### src/rtl/mips_boot_ctrl.sv
// Boot controller for the MIPS32 core: streams a program image into CPU memory, runs the core
// until it halts or times out, then streams out the first NUM_DUMP_REGS register values.
module mips_boot_ctrl #(
    parameter int unsigned DATA_W         = 32,
    parameter int unsigned ADDR_W         = 10,
    parameter int unsigned REG_ADDR_W     = 5,
    parameter int unsigned NUM_DUMP_REGS  = 8,
    parameter int unsigned TIMEOUT_CYCLES = 1000
) (
    input  logic                  clk,
    input  logic                  rst,
    input  logic                  start,
    input  logic                  ld_valid,
    output logic                  ld_ready,
    input  logic [ADDR_W-1:0]     ld_addr,
    input  logic [DATA_W-1:0]     ld_data,
    input  logic                  ld_last,
    output logic                  mem_we,
    output logic [ADDR_W-1:0]     mem_waddr,
    output logic [DATA_W-1:0]     mem_wdata,
    output logic                  cpu_run,
    input  logic                  cpu_halted,
    output logic [REG_ADDR_W-1:0] dump_raddr,
    input  logic [DATA_W-1:0]     dump_rdata,
    output logic                  dmp_valid,
    input  logic                  dmp_ready,
    output logic [REG_ADDR_W-1:0] dmp_idx,
    output logic [DATA_W-1:0]     dmp_data,
    output logic                  dmp_last,
    output logic                  busy,
    output logic                  done,
    output logic                  timeout_err,
    output logic [31:0]           run_cycles
);

    localparam logic [REG_ADDR_W-1:0] LAST_IDX = REG_ADDR_W'(NUM_DUMP_REGS - 1);
    localparam logic [31:0]           TO_LAST  = 32'(TIMEOUT_CYCLES - 1);

    typedef enum logic [2:0] {StIdle, StLoad, StFlush, StRun, StDump, StDone} state_e;

    state_e                  state_q, state_d;
    logic [REG_ADDR_W-1:0]   idx_q;
    logic                    ld_fire, dmp_fire, run_to, start_ok;

    assign ld_fire  = ld_valid & ld_ready;
    assign dmp_fire = dmp_valid & dmp_ready;
    // run_cycles_q holds the RUN cycles already completed, so this is the final allowed cycle
    assign run_to   = (run_cycles == TO_LAST);
    assign start_ok = start & ((state_q == StIdle) | (state_q == StDone));

    always_ff @(posedge clk or posedge rst) begin
        if (rst) begin
            state_q <= StIdle;
        end else begin
            state_q <= state_d;
        end
    end

    always_comb begin
        state_d = state_q;
        unique case (state_q)
            StIdle, StDone: if (start) state_d = StLoad;
            StLoad:         if (ld_fire && ld_last) state_d = StFlush;
            StFlush:        state_d = StRun;
            StRun:          if (cpu_halted || run_to) state_d = StDump;
            StDump:         if (dmp_fire && dmp_last) state_d = StDone;
            default:        state_d = StIdle;
        endcase
    end

    always_comb begin
        ld_ready  = 1'b0;
        cpu_run   = 1'b0;
        dmp_valid = 1'b0;
        busy      = 1'b1;
        done      = 1'b0;
        unique case (state_q)
            StIdle:  busy      = 1'b0;
            StLoad:  ld_ready  = 1'b1;
            StRun:   cpu_run   = 1'b1;
            StDump:  dmp_valid = 1'b1;
            StDone: begin
                busy = 1'b0;
                done = 1'b1;
            end
            default: ;
        endcase
    end

    assign dump_raddr = idx_q;
    assign dmp_idx    = idx_q;
    assign dmp_data   = dmp_valid ? dump_rdata : '0;
    assign dmp_last   = dmp_valid & (idx_q == LAST_IDX);

    always_ff @(posedge clk or posedge rst) begin
        if (rst) begin
            mem_we      <= 1'b0;
            mem_waddr   <= '0;
            mem_wdata   <= '0;
            run_cycles  <= '0;
            timeout_err <= 1'b0;
            idx_q       <= '0;
        end else begin
            mem_we <= ld_fire;
            if (ld_fire) begin
                mem_waddr <= ld_addr;
                mem_wdata <= ld_data;
            end
            if (start_ok) begin
                run_cycles  <= '0;
                timeout_err <= 1'b0;
                idx_q       <= '0;
            end
            if (state_q == StRun) begin
                if (run_cycles != '1) run_cycles <= run_cycles + 32'd1;
                if (!cpu_halted && run_to) timeout_err <= 1'b1;
            end
            if (dmp_fire) idx_q <= dmp_last ? '0 : idx_q + 1'b1;
        end
    end

endmodule

### config.mk
export PLATFORM = sky130hd
export DESIGN_NAME = mips_boot_ctrl
export DESIGN_NICKNAME = d
export VERILOG_FILES = /design/src/rtl/mips_boot_ctrl.sv
export SDC_FILE = /design/constraint.sdc
export NUM_CORES = 1
export LEC_CHECK = 0
export CORE_MARGIN = 3
export CORE_UTILIZATION = 41
export DETAILED_ROUTE_END_ITERATION = 8
export GPL_TIMING_DRIVEN = 0
export PLACE_DENSITY_LB_ADDON = 0.12
export SLEW_MARGIN = 10
export SYNTH_ARGS = -nofsm -noshare
export SYNTH_HDL_FRONTEND = slang
export SYNTH_SLANG_ARGS = --single-unit
### constraint.sdc
create_clock -name clk -period 3.3 [get_ports clk]
set_input_delay 0.495 -clock clk [delete_from_list [all_inputs] [get_ports clk]]
set_output_delay 0.495 -clock clk [all_outputs]
set_load 0.03 [all_outputs]
==> results.md <==
* P_sw at 2.25 mW
* Main flop type after synthesis: dfrtp_1
* Kind of launch point of the worst setup path: register
* Mean post-synth cell area at 9.96 sq um
* Antenna violations before repair at 0
* Length of the first detailed-routing pass in iterations at 5
* Area of the placeable core at 0.00995 sq mm
* HP Start: run_cycles[9]
* Number of inserted diodes at 0
* Worst Hold Slack at 0.508 ns
* Global-route wire length before repair at 19.9 mm
* Combinational Power Share at 56.6%
* Synthesis-to-finish area growth at 56.8%
* Final Non-Filler Cells at 784
* Max Buffers Root-to-Sink at 2
* Count of flip-flops with a built-in enable after synthesis at 0
* H-tree Lvls at 3
* Capture endpoint of the worst hold path: run_cycles[9]
* Final Hold Violating Endpoints at 0
* Pin count of the biggest net entering global routing at 46
* Number of CTS-inserted buffers at 9
* Peak ir drop on the vdd network at 0.470 mV
* Drt via density at 5.30
* Vertical extent of the die at 108 um
* Horizontal die dimension at 108 um
* Post-Synthesis Net Count at 513
* Met3 wirelength from detailed routing at 1.31 mm
* Switching Share at 43.1%
* Worst rel slew slack at 45.6%
* Mapped cell area at 0.00428 sq mm
* Number of global-route vias before repair at 3981
* Fin area at 0.00672 sq mm
* Die footprint at 0.0117 sq mm
* Final routed DRC violation total at 0
* Met2 routed WL at 6.01 mm
* Top routing layer in use: met4
* Yosys warning count at 0
* Run status: completed
* Buffers added on ports at 204
* Setup slack, reg-to-reg at 0.89 ns
* Routed wire length per instance at 16.1 um
* Clock transition at the registers of the reported paths at 0.10 ns
* Hpwl dp at 9.68 mm
* Max-slew violations at 0
* Placed Area at 0.00652 sq mm
* R2r worst-path depth at 7
* Worst-margin pin slew at 0.808 ns
* Share of synthesized registers carrying an async set or reset at 100%
* Share of post-route cells with drive strength above 1 at 14.1%
* Number of register bits inferred by synthesis at 84
* Power density over the cells at 778 mW/mm^2
* CP endpoint kind: output port
* Post-CTS Setup Inserts at 0
* Number of placement rows at 36
* CTS Root Buffer Type: clkbuf_8
* Initial Util at 43.0%
* Placed Cells at 768
* Final period utilization at 95.1%
* Clock tree from TritonCTS: done
* Clock sink total at 84
* Internal Power at 2.97 mW
* Insertion delay of the later-clocked pin in the worst-skew pair at 0.36 ns
* Setup repair after global routing missed its margin: false
* Detailed-route via count at 4155
* Final critical delay including setup and external delays at 3.14 ns
* Initial DRC Count at 281
* Number of distinct standard cells referenced by the synthesized netlist at 47
* CP required at 2.80 ns
* Final Setup Violations at 0
* Gp weighted congestion at 0.854
* Classification of the worst-slack hold path: reg2reg
* Worst-path maximum fanout at 10
* Worst reg2reg endpoint: run_cycles[16]
* Worst hold path stage count at 1
* Max-cap violations at 0
* Final #Nets at 729
* Share of the core filled with cells in the final layout at 67.5%
* Hold bufs inserted after CTS at 0
* Arrival time of the worst setup path at 2.64 ns
* Static leakage at 2.73 nW
* Sequential element share of the synthesized area at 49.1%
* Worst reg2reg startpoint: run_cycles[20]
* All-Layer GR Usage at 21.5%
* Number of instances in the synthesized netlist at 430
* Portion of total power attributed to sequential cells at 30.1%
* Highest clock frequency the design can meet at 0.319 GHz
* Total I/O pin count at 205
* Met1 routed wirelength after detailed routing at 5.15 mm
* Share of power burned in the clock network at 13.2%
* Worst setup skew after layout at 0.0146 ns
* Number of nets with antenna violations after detailed routing at 0
* Remaining Overflow, GRT at 0
* Critical path class: reg2out
* Post-Route WL at 12.6 mm
==> final cells by class <==
type / count / area [sq um]
well taps: 133 / 166
plain buffers: 28 / 181
inverters: 9 / 36.3
clock inverters: 7 / 60.1
multi-input cells: 309 / 1970
clock buffers: 9 / 124
repair buffers: 205 / 2070
fillers: 797 / 3240
flip-flops and latches: 84 / 2100
==> state kept, by name, indices dropped and copies added (netlist names) <==
signal and cells:
run_cycles 32, dmp_idx 5, mem_waddr 10, timeout_err 1
mem_wdata 32, mem_we 1, state_q 3
==> how the worst max path moves through the flow <==
stage	startpoint	cells after the start	slack [ns]	endpoint
finish	state_q[1]	6	0.16	dmp_data[18]
global route	state_q[2]	6	0.007	dmp_data[15]
floorplan	rst	1	0.64	dmp_idx[0]
CTS	state_q[2]	6	0.02	dmp_data[18]
global placement	rst	2	-0.70	run_cycles[1]
detailed placement	state_q[2]	6	0.17	dmp_data[16]
==> power groups by stage <==
stage / Clock (mW) / Sequential [mW] / Combinational [mW]
finish: 0.691 / 1.58 / 2.96
global route: 0.748 / 1.62 / 3.14
CTS: 0.708 / 1.58 / 2.98
detailed placement: 0 / 1.60 / 2.97
global placement: 0 / 1.58 / 2.93
floorplan: 0 / 2.20 / 1.14
==> critical path, cell delays in order (launching register included) <==
cell and delay, ns:
dfrtp_1 0.40, clkbuf_1 0.21, nor3b_2 0.31, clkbuf_2 0.28, clkbuf_2 0.23, and2_1 0.15
clkdlybuf4s50_1 0.70
==> synth_stat cells, drive strengths merged, types with 2 or more instances <==
| library cell | n | area, sq um |
|---|---|---|
| nor3 | 25 | 125 |
| a31oi | 7 | 43.8 |
| and4 | 3 | 28.8 |
| nand2 | 38 | 143 |
| a22o | 3 | 27.5 |
| mux2 | 43 | 484 |
| xor2 | 3 | 26.3 |
| and3 | 7 | 45.1 |
| a211oi | 4 | 30.0 |
| nand3 | 25 | 130 |
| nand4 | 7 | 43.8 |
| ha | 2 | 25.0 |
| nor2 | 15 | 56.3 |
| a21oi | 7 | 35.0 |
| or3 | 3 | 18.8 |
| buf | 18 | 124 |
| clkbuf | 9 | 43.8 |
| inv | 9 | 33.8 |
| nor4 | 6 | 37.5 |
| and2 | 38 | 238 |
| dfrtp | 84 | 2100 |
| o21ai | 53 | 265 |
| nor2b | 5 | 31.3 |
==> per-layer routing <==
metal,vias up,GRT usage (%)
met3,13,5.73
li1,1964,-
met5,-,0
met1,1949,26.9
met2,229,36.1
met4,0,7.12
==> logic make-up (layout without fill, tap and decap cells) <==
family	count (synthesis)	in the layout	share of synthesized area, %
flip-flops	84	84	49.1
XOR/XNOR	4	4	0.818
AND/OR/NAND/NOR	178	178	22.1
multiplexers	43	43	11.3
AO/OA/AOI/OAI	82	82	11.1
buffers and inverters	37	258	4.94
adder cells (fa/ha/maj)	2	2	0.584
==> per-stage QoR <==
stage | setup slack (ns) | TNS [ns] | total power, mW
floorplan | 0.640 | 0 | 3.35
detailed placement | 0.168 | 0 | 4.57
CTS | 0.0177 | 0 | 5.27
global route | 0.00654 | 0 | 5.51
finish | 0.162 | 0 | 5.23
global placement | -0.696 | -58.26 | 4.51
==> layout by cell type, fill, tap and decap left out, types with 15 or more instances in the layout <==
master / count
clkdlybuf4s50_1: 203
mux2_2: 43
dfrtp_1: 84
nor2_1: 15
and2_1: 38
nor3_1: 25
o21ai_0: 29
nand2_1: 38
nand3_1: 24
o21ai_1: 24
==> repair_timing <==
item	CTS	global route
pin swaps	0	0
setup endpoints to repair	20	20
gates resized for setup	2	5
(Power assumes the default switching activity.)
